--- config.mk ---
export PLATFORM = sky130hd
export DESIGN_NAME = l2_snack_responder_flat
export DESIGN_NICKNAME = d
export VERILOG_FILES = /design/src/rtl/l2_snack_responder_if.sv /design/src/rtl/l2_snack_responder.sv /design/src/flat_wrapper.sv
export SDC_FILE = /design/constraint.sdc
export NUM_CORES = 1
export LEC_CHECK = 0
export ABC_AREA = 1
export BUFFER_PORTS_ARGS = -buffer_cell sky130_fd_sc_hd__buf_4
export CAP_MARGIN = 10
export CORE_UTILIZATION = 37
export CTS_CLUSTER_DIAMETER = 150
export DETAILED_ROUTE_END_ITERATION = 10
export GPL_TIMING_DRIVEN = 0
export HOLD_SLACK_MARGIN = 0.02
export PLACE_DENSITY = 0.52
export REMOVE_ABC_BUFFERS = 1
export SLEW_MARGIN = 20
export SYNTH_ARGS = -nofsm -noshare
export SYNTH_HDL_FRONTEND = slang
export SYNTH_SLANG_ARGS = --single-unit
--- constraint.sdc ---
create_clock -name clk -period 1.98 [get_ports clk]
set_input_delay 0.198 -clock clk [delete_from_list [all_inputs] [get_ports clk]]
set_output_delay 0.198 -clock clk [all_outputs]
set_load 0.01 [all_outputs]
--- src/rtl/l2_snack_responder_if.sv ---
// L1 D-cache <-> L2 responder bundle: miss requests with retry, snack acks, displacements.
interface l2_snack_responder_if;
    logic       l1tol2_req_valid;
    logic       l1tol2_req_retry;
    logic [2:0] l1tol2_req;
    logic       l2tol1_snack_valid;
    logic [4:0] l2tol1_snack;
    logic       l1tol2_disp_valid;
    logic [2:0] l1tol2_disp;
    logic       illegal_cmd;

    modport master (
        output l1tol2_req_valid, l1tol2_req, l1tol2_disp_valid, l1tol2_disp,
        input  l1tol2_req_retry, l2tol1_snack_valid, l2tol1_snack, illegal_cmd
    );

    modport slave (
        input  l1tol2_req_valid, l1tol2_req, l1tol2_disp_valid, l1tol2_disp,
        output l1tol2_req_retry, l2tol1_snack_valid, l2tol1_snack, illegal_cmd
    );
endinterface

--- src/rtl/l2_snack_responder.sv ---
// L2 responder: in-order request queue with fixed lookup latency, one snack ack per request.
// Optional request/displacement counters are built when L2_RESP_STATS_EN is defined.
module l2_snack_responder #(
    parameter int QDEPTH  = 4,
    parameter int LATENCY = 3
) (
    input  logic clk,
    input  logic reset,
    l2_snack_responder_if.slave bus
`ifdef L2_RESP_STATS_EN
    ,
    output logic [15:0] stat_req_s,
    output logic [15:0] stat_req_m,
    output logic [15:0] stat_disp
`endif
);
    localparam int QW = $clog2(QDEPTH);

    localparam logic [2:0] REQ_S = 3'b000;
    localparam logic [2:0] REQ_M = 3'b001;
    localparam logic [4:0] ACK_S = 5'b00100;
    localparam logic [4:0] ACK_M = 5'b00101;

    logic [QW-1:0] wr_ptr;
    logic [QW-1:0] rd_ptr;
    logic [QW:0]   occ;
    logic [QDEPTH-1:0] ent_vld;
    logic          ent_m   [QDEPTH];
    logic [3:0]    ent_tmr [QDEPTH];

    logic accept;
    logic legal;
    logic push;
    logic pop;

    // Retry looks only at registered occupancy, so a same-cycle pop never frees a slot early.
    assign bus.l1tol2_req_retry = (occ == (QW+1)'(QDEPTH));

    assign accept = bus.l1tol2_req_valid && !bus.l1tol2_req_retry;
    assign legal  = (bus.l1tol2_req == REQ_S) || (bus.l1tol2_req == REQ_M);
    assign push   = accept && legal;
    assign pop    = ent_vld[rd_ptr] && (ent_tmr[rd_ptr] == 4'd0);

    always_ff @(posedge clk) begin
        if (reset) begin
            wr_ptr                 <= '0;
            rd_ptr                 <= '0;
            occ                    <= '0;
            ent_vld                <= '0;
            bus.l2tol1_snack_valid <= 1'b0;
            bus.l2tol1_snack       <= '0;
            bus.illegal_cmd        <= 1'b0;
            for (int i = 0; i < QDEPTH; i++) begin
                ent_m[i]   <= 1'b0;
                ent_tmr[i] <= '0;
            end
        end else begin
            for (int i = 0; i < QDEPTH; i++) begin
                if (ent_vld[i] && (ent_tmr[i] != 4'd0))
                    ent_tmr[i] <= ent_tmr[i] - 4'd1;
            end

            if (pop) begin
                ent_vld[rd_ptr] <= 1'b0;
                rd_ptr          <= rd_ptr + 1'b1;
            end

            // The write slot is never the popped head: a full queue holds off push via retry.
            if (push) begin
                ent_vld[wr_ptr] <= 1'b1;
                ent_m[wr_ptr]   <= bus.l1tol2_req[0];
                ent_tmr[wr_ptr] <= 4'(LATENCY - 1);
                wr_ptr          <= wr_ptr + 1'b1;
            end

            case ({push, pop})
                2'b10:   occ <= occ + 1'b1;
                2'b01:   occ <= occ - 1'b1;
                default: ;
            endcase

            bus.l2tol1_snack_valid <= pop;
            bus.l2tol1_snack       <= pop ? (ent_m[rd_ptr] ? ACK_M : ACK_S) : '0;
            bus.illegal_cmd        <= accept && !legal;
        end
    end

`ifdef L2_RESP_STATS_EN
    logic unused_disp;
    assign unused_disp = ^bus.l1tol2_disp;

    always_ff @(posedge clk) begin
        if (reset) begin
            stat_req_s <= '0;
            stat_req_m <= '0;
            stat_disp  <= '0;
        end else begin
            if (push && !bus.l1tol2_req[0] && (stat_req_s != 16'hFFFF))
                stat_req_s <= stat_req_s + 16'd1;
            if (push && bus.l1tol2_req[0] && (stat_req_m != 16'hFFFF))
                stat_req_m <= stat_req_m + 16'd1;
            if (bus.l1tol2_disp_valid && (stat_disp != 16'hFFFF))
                stat_disp <= stat_disp + 16'd1;
        end
    end
`else
    logic unused_disp;
    assign unused_disp = ^{bus.l1tol2_disp_valid, bus.l1tol2_disp};
`endif
endmodule

--- src/flat_wrapper.sv ---
// flat-port wrapper written by rule: the top's interface ports become plain ports
module l2_snack_responder_flat 
#(
    parameter int QDEPTH  = 4,
    parameter int LATENCY = 3
)
  (clk, reset, bus_l1tol2_req_valid, bus_l1tol2_req, bus_l1tol2_disp_valid, bus_l1tol2_disp, bus_l1tol2_req_retry, bus_l2tol1_snack_valid, bus_l2tol1_snack, bus_illegal_cmd);
  l2_snack_responder_if bus_i ();
  input  logic clk;
  input  logic reset;
  input wire logic [$bits(bus_i.l1tol2_req_valid)-1:0] bus_l1tol2_req_valid;
  input wire logic [$bits(bus_i.l1tol2_req)-1:0] bus_l1tol2_req;
  input wire logic [$bits(bus_i.l1tol2_disp_valid)-1:0] bus_l1tol2_disp_valid;
  input wire logic [$bits(bus_i.l1tol2_disp)-1:0] bus_l1tol2_disp;
  output wire logic [$bits(bus_i.l1tol2_req_retry)-1:0] bus_l1tol2_req_retry;
  output wire logic [$bits(bus_i.l2tol1_snack_valid)-1:0] bus_l2tol1_snack_valid;
  output wire logic [$bits(bus_i.l2tol1_snack)-1:0] bus_l2tol1_snack;
  output wire logic [$bits(bus_i.illegal_cmd)-1:0] bus_illegal_cmd;
  assign bus_i.l1tol2_req_valid = bus_l1tol2_req_valid;
  assign bus_i.l1tol2_req = bus_l1tol2_req;
  assign bus_i.l1tol2_disp_valid = bus_l1tol2_disp_valid;
  assign bus_i.l1tol2_disp = bus_l1tol2_disp;
  assign bus_l1tol2_req_retry = bus_i.l1tol2_req_retry;
  assign bus_l2tol1_snack_valid = bus_i.l2tol1_snack_valid;
  assign bus_l2tol1_snack = bus_i.l2tol1_snack;
  assign bus_illegal_cmd = bus_i.illegal_cmd;
  l2_snack_responder #(.QDEPTH(QDEPTH), .LATENCY(LATENCY)) u_core (.clk(clk), .reset(reset), .bus(bus_i));
endmodule
==> results.tsv, run 1 <==
stage	metric	value	unit
synth	syn_avg_cell_area	7.91	um^2
clock_network	clkSinkCount	37	
final_layout	drive_gt1_share	25.4	%
clock_network	cts_buffers	5	
global_route	grt_use_total	14.1	%
sta	min_period_over_period	93.9	%
final_layout	n_fill_cell	521	
floorplan	die_area	5860	um^2
power_and_ir_drop	combPwrFrac	30.6	%
power_and_ir_drop	seqPwrFrac	44.8	%
sta	maxSlewViolCount	0	
clock_network	clk_latency	290	ps
clock_network	cts_tree	done	
floorplan	core	5240	um^2
power_and_ir_drop	power	2.07	mW
floorplan	io_pins	18	
global_route	grtUsageMet3	3.23	%
global_route	grt_pass1_wl	6.57	mm
detailed_routing	ant_nets	0	
sta	max_freq	0.538	GHz
sta	timing.setup.tns	0	ps
synth	syn_inst	260	
global_route	antenna_found_initial	0	
flow_run	maxCapViolCount	0	
detailed_routing	drt-initial-drc-count	78	
sta	hold_slack	234	ps
synth	syn_area	2060	um^2
power_and_ir_drop	vdd_drop_max	0.000339	V
sta	rsz0062_at_grt	no	
placement	place_hpwl	2.69	mm
global_route	grt-ovfl-total	0	
floorplan	num_rows	26	
global_route	met2_usage	21.8	%
setup_path	crit_type	flop to flop	
placement	dp_worst_setup_slack	-154	ps
placement	io_buffers	10	
detailed_routing	viasPerCell	4.52	
synth	ys_ff_latch	37	
placement	gp_congestion	0.732	
clock_network	cts_max_level	2	
sta	finalHoldViolCount	0	
synth	ys_seq_area_share	38.0	%
sta	finalSetupViolCount	0	
detailed_routing	drc	0	
setup_path	critPathRequiredTime	2150	ps
synth	ys_warn_count	0	
final_layout	antenna_cells	0	
synth	synth_compound_area_share	6.69	%
detailed_routing	wire_per_inst	10.9	um
synth	synthAdderAreaFrac	8.88	%
power_and_ir_drop	p_int	1.37	mW
power_and_ir_drop	switching_share	33.9	%
sta	setup_ws	122	ps
setup_path	worst-path-max-fanout	6	
setup_path	crit_arrival	2030	ps
setup_path	endpoint_kind	flop	
floorplan	die_w	76.6	um
power_and_ir_drop	p_clk_share	24.6	%
synth	synth_top_family_by_area	simple AND/OR/NAND/NOR gates	
global_route	use_met1	19.0	%
setup_path	start_kind	flop	
detailed_routing	drt_pass1_iterations	4	
clock_network	cts-root-buf	clkbuf_8	
sta	fin_skew	5.06	ps
global_route	grt_pass1_vias	1431	
detailed_routing	drt_wl_total	3.82	mm
power_and_ir_drop	powerDensity	875	nW/um^2
clock_network	path_clk_slew	70	ps
synth	synth_simple_gate_area_share	32.7	%
final_layout	area_growth	15.2	%
power_and_ir_drop	switchingPower	0.703	mW
outcome	outcome	finished clean	
synth	synth_xor_area_share	2.98	%
global_route	grt_max_degree	20	
synth	synth_cell_type_count	37	
worst_hold_path	hp-class	input pin to flop	
clock_network	cts_buffer_depth	2	
floorplan	die_h	76.6	um
synth	synth_mux_area_share	0	%
final_layout	layout.nets	302	
detailed_routing	vias	1576	
power_and_ir_drop	p_leak	1.09	nW
floorplan	start_util	39.3	%
sta	fin_crit	1860	ps
global_route	grt_busiest_layer	met2	
-- path summary, 6_finish.rpt --
path | startpoint | slack, ps | endpoint | cells after the start
max | flop | 120 | u_core.occ[2] | 11
min | bus_l1tol2_req_valid | 230 | u_core.bus.illegal_cmd | 3
max reg2reg | flop | 120 | u_core.occ[2] | 11
min reg2reg | u_core.occ[1] | 510 | u_core.occ[1] | 2
-- routing by layer --
| layer | share of wire [%] | vias to the layer above |
|---|---|---|
| li1 | - | 845 |
| met5 | 0 | - |
| met4 | 1.4 | 0 |
| met1 | 52 | 707 |
| met3 | 2.8 | 5 |
| met2 | 44 | 19 |
-- state kept, by name, summed over array words and instances (netlist names), named ones only --
name,flops
u_core.ent_vld,4
u_core.ent_m,4
u_core.bus.l2tol1_snack,2
u_core.bus.l2tol1_snack_valid,1
u_core.ent_tmr,16
u_core.occ,3
u_core.bus.illegal_cmd,1
u_core.wr_ptr,2
u_core.rd_ptr,2
-- cells by family after synthesis --
logic type / after synthesis
AOI/OAI and AO/OA: 21
xor gates and xnor gates: 7
adders and majority gates: 14
buffers and inverters: 52
DFF: 37
other: 1
and+or+nand+nor: 128
-- cell usage after synthesis --
cell type / number / area [um^2]
o21bai_1: 1 / 7.51
edfxtp_1: 4 / 120
nor2_1: 29 / 109
buf_2: 1 / 5.00
inv_8: 1 / 11.3
nor2_2: 4 / 25.0
nor3b_1: 1 / 7.51
nand3_4: 1 / 17.5
buf_1: 1 / 3.75
conb_1: 1 / 3.75
nand2_2: 2 / 12.5
dfxtp_1: 33 / 661
a31oi_1: 1 / 6.26
nor3b_2: 1 / 12.5
nor2_4: 2 / 22.5
and3_1: 2 / 12.5
nand3b_2: 1 / 11.3
xor2_1: 3 / 26.3
nand4_1: 9 / 56.3
nand3_1: 10 / 50.1
inv_2: 8 / 30.0
nand3_2: 7 / 70.1
a21oi_1: 4 / 20.0
buf_4: 4 / 30.0
a21oi_2: 1 / 8.76
o21ai_1: 1 / 5.00
inv_1: 37 / 139
o211ai_2: 3 / 37.5
or2_4: 1 / 8.76
o21ai_0: 9 / 45.0
nand2_4: 5 / 56.3
o211ai_1: 1 / 7.51
xnor2_1: 4 / 35.0
nand2_1: 52 / 195
nor3_1: 1 / 5.00
fa_1: 1 / 20.0
ha_1: 13 / 163
-- cell type report --
cell class,instances,area (um^2),area share [%]
tap,70,87.6,3.70
sequential,37,793,33.5
inverter,46,183,7.71
clock buffer,8,80.1,3.38
timing repair buffer,15,113,4.75
multi-input combinational,173,1110,47.0
-- cells in the final DEF (no fill, tap or decap), drive strengths merged --
master,count
xnor2,4
xor2,3
inv,46
and3,2
or2,1
nor3b,2
fa,1
o21ai,10
ha,13
clkbuf,8
nand3b,1
o211ai,4
a21oi,5
dfxtp,33
o21bai,1
nand3,18
nor3,1
edfxtp,4
conb,3
nor2,35
nand4,9
nand2,59
a31oi,1
buf,15
-- metrics by stage --
step / cells / util, % / instance area (um^2)
6_report: 349 / 45.2 / 2370
5_1_grt: 349 / 45.2 / 2370
4_1_cts: 346 / 44.0 / 2310
3_5_place_dp: 336 / 41.8 / 2190
3_3_place_gp: 336 / 41.8 / 2190
2_1_floorplan: 256 / - / 2030
-- critical path, cell delays in order, from the launching register on --
cell and delay (ps):
dfxtp_4 390, inv_2 70, nand3_2 100, nand3b_4 130, nand3_4 120, inv_1 60
ha_2 180, fa_2 330, nor2_1 90, nor2_1 60, a21oi_1 170, nor3_2 60
-- what timing repair did --
action / 4_1_cts / 5_1_grt
setup buffers: 2 / 3
hold buffers: 0 / 0
gates resized for setup: 4 / 15
pin swaps: 2 / 3
hold endpoints to repair: 0 / 0
setup endpoints to repair: 2 / 2
gates cloned: 0 / 0
-- power by group through the flow --
stage / Combinational, mW / Sequential [mW] / Clock (mW)
after global routing: 0.716 / 0.942 / 0.559
after detailed placement: 0.541 / 0.922 / 0
after floorplan: 0.407 / 0.915 / 0
after CTS: 0.585 / 0.911 / 0.528
final: 0.634 / 0.929 / 0.510
after global placement: 0.537 / 0.923 / 0
No activity file was read; power rests on OpenSTA's default activity.
==> inputs of run 2 (changes only) <==
- BUFFER_PORTS_ARGS: -buffer_cell sky130_fd_sc_hd__buf_4 -> -buffer_cell sky130_fd_sc_hd__buf_2
- CORE_UTILIZATION: 37 -> 53
- PLACE_DENSITY: 0.52 -> 0.71
==> results.tsv, run 2 (synthesis gave the netlist of run 1 again) <==
stage	metric	value	unit	change
final_layout	final_util	63.6	%	+18 points
final_layout	drive_gt1_share	27.3	%	+1.9 points
clock_network	cts_buffer_depth	2		unchanged
power_and_ir_drop	p_int	1.40	mW	+1.9%
clock_network	ctsHoldBuffers	0		unchanged
clock_network	cts_max_level	2		unchanged
detailed_routing	vias	1583		+0.44%
floorplan	die_w	64.3	um	-16%
global_route	grt_use_total	19.9	%	+5.9 points
clock_network	clkSinkCount	37		unchanged
power_and_ir_drop	vdd_drop_max	0.000552	V	+63%
global_route	grt_pass1_vias	1495		+4.5%
sta	maxSlewViolCount	0		unchanged
global_route	grt_pass1_wl	6.30	mm	-4.1%
setup_path	crit_arrival	2060	ps	+30 ps
setup_path	crit_type	flop to flop		
floorplan	core	3690	um^2	-30%
sta	fin_skew	4.24	ps	-0.821 ps
final_layout	largest-register	u_core.ent_tmr		
sta	timing.setup.tns	0	ps	unchanged
power_and_ir_drop	p_clk_share	25.3	%	+0.7 points
sta	finalSetupViolCount	0		unchanged
clock_network	cts_tree	done		
setup_path	start_kind	flop		
detailed_routing	drt_pass1_iterations	4		unchanged
detailed_routing	drc	0		unchanged
floorplan	io_pins	18		unchanged
final_layout	antenna_cells	0		unchanged
placement	io_buffers	10		unchanged
final_layout	mostFrequentLayoutCells	nand2_1 (51), inv_1 (36), nor2_1 (29)		
worst_hold_path	hold_depth	3		unchanged
setup_path	endpoint_kind	flop		
floorplan	die_area	4130	um^2	-29%
power_and_ir_drop	switchingPower	0.696	mW	-0.99%
detailed_routing	ant_nets	0		unchanged
placement	gp_congestion	0.782		+6.8%
power_and_ir_drop	powerDensity	892	nW/um^2	+2.0%
floorplan	start_util	55.8	%	+16 points
power_and_ir_drop	switching_share	33.2	%	-0.65 points
global_route	grt_max_degree	20		unchanged
power_and_ir_drop	seqPwrFrac	44.3	%	-0.5 points
flow_run	maxCapViolCount	0		unchanged
outcome	outcome	finished clean		
placement	dp_worst_setup_slack	-126	ps	+28.0 ps
final_layout	area_growth	14.1	%	
clock_network	cts-root-buf	clkbuf_8		
sta	min_period_over_period	94.9	%	+1.1 points
sta	setup_ws	100	ps	-21.5 ps
clock_network	path_clk_slew	70	ps	about the same
setup_path	reg2reg_depth	9		-2
floorplan	die_h	64.3	um	-16%
global_route	antenna_found_initial	0		unchanged
placement	place_area	2140	um^2	-2.4%
setup_path	worst-path-max-fanout	6		unchanged
sta	max_freq	0.532	GHz	-1.1%
floorplan	num_rows	22		-15%
sta	fin_crit	1880	ps	+21.5 ps
final_layout	finalInstanceArea	2350	um^2	-1.0%
sta	finalHoldViolCount	0		unchanged
global_route	grt-ovfl-total	0		unchanged
final_layout	layout.nets	306		+1.3%
setup_path	critPathRequiredTime	2160	ps	about the same
placement	place_hpwl	2.51	mm	-6.7%
power_and_ir_drop	p_leak	1.11	nW	+1.7%
clock_network	clk_latency	290	ps	about the same
power_and_ir_drop	combPwrFrac	30.4	%	-0.2 points
detailed_routing	wire_per_inst	10.9	um	-0.25%
detailed_routing	drt-initial-drc-count	52		-33%
final_layout	largestRegisters	u_core.ent_tmr: 16 flops, u_core.ent_m: 4 flops, u_core.ent_vld: 4 flops		
final_layout	final_common_cell	nand2_1		
setup_path	rrSetupSlack	100	ps	-20 ps
sta	hold_slack	196	ps	-38.7 ps
final_layout	largest_register_ffs	16		unchanged
detailed_routing	drt_wl_total	3.60	mm	-5.7%
detailed_routing	viasPerCell	4.80		+6.2%
clock_network	cts_buffers	5		unchanged
worst_hold_path	hp-class	input pin to flop		
==> run 2: worst max-delay path, cell delays in order, from the launching register on <==
cell	delay, ps
dfxtp_1	320
nor2_1	190
nand3_2	130
nand3b_4	150
nand3_4	100
inv_1	80
ha_2	200
fa_2	430
o21ai_1	130
a21oi_1	50
==> run 2: final cells by class <==
| class | count | area, um^2 |
|---|---|---|
| clock buffer | 7 | 86.3 |
| inverter | 46 | 183 |
| timing repair buffer | 19 | 118 |
| tap | 48 | 60.1 |
| multi-input combinational | 173 | 1100 |
| sequential | 37 | 796 |
| fill | 336 | 1340 |
==> run 2: path summary, 6_finish.rpt <==
check / startpoint / endpoint
setup / recovery: u_core.ent_tmr[0][0] / u_core.occ[1]
hold / removal: bus_l1tol2_req_valid / u_core.bus.illegal_cmd
setup reg to reg: u_core.ent_tmr[0][0] / u_core.occ[1]
hold reg to reg: u_core.occ[1] / u_core.occ[1]
==> run 2: power by group through the flow <==
stage | Sequential [mW] | Combinational (mW) | Clock [mW]
detailed placement | 0.924 | 0.522 | 0
finish | 0.926 | 0.636 | 0.530
floorplan | 0.915 | 0.407 | 0
CTS | 0.915 | 0.567 | 0.544
global route | 0.937 | 0.719 | 0.574
global placement | 0.920 | 0.512 | 0
==> run 2: what timing repair did <==
item | CTS | global route
setup buffers | 2 | 7
endpoints found under the setup margin | 2 | 2
pin swaps | 3 | 6
gates resized for setup | 6 | 14
hold endpoints to repair | 0 | 0
==> run 2: per-stage QoR <==
stage / power, mW / cells
2_1_floorplan: 1.32 / 256
3_3_place_gp: 1.43 / 314
3_5_place_dp: 1.45 / 314
4_1_cts: 2.03 / 323
5_1_grt: 2.23 / 330
6_report: 2.09 / 330
==> run 2: routing by layer <==
metal	up-vias	global-route usage [%]	routed length, um	part of all wire (%)
met2	21	33.0	1720	48
met4	0	7.50	45	1.3
met5	-	0	0	0
li1	854	-	-	-
met3	4	5.89	106	2.9
met1	704	24.2	1720	48
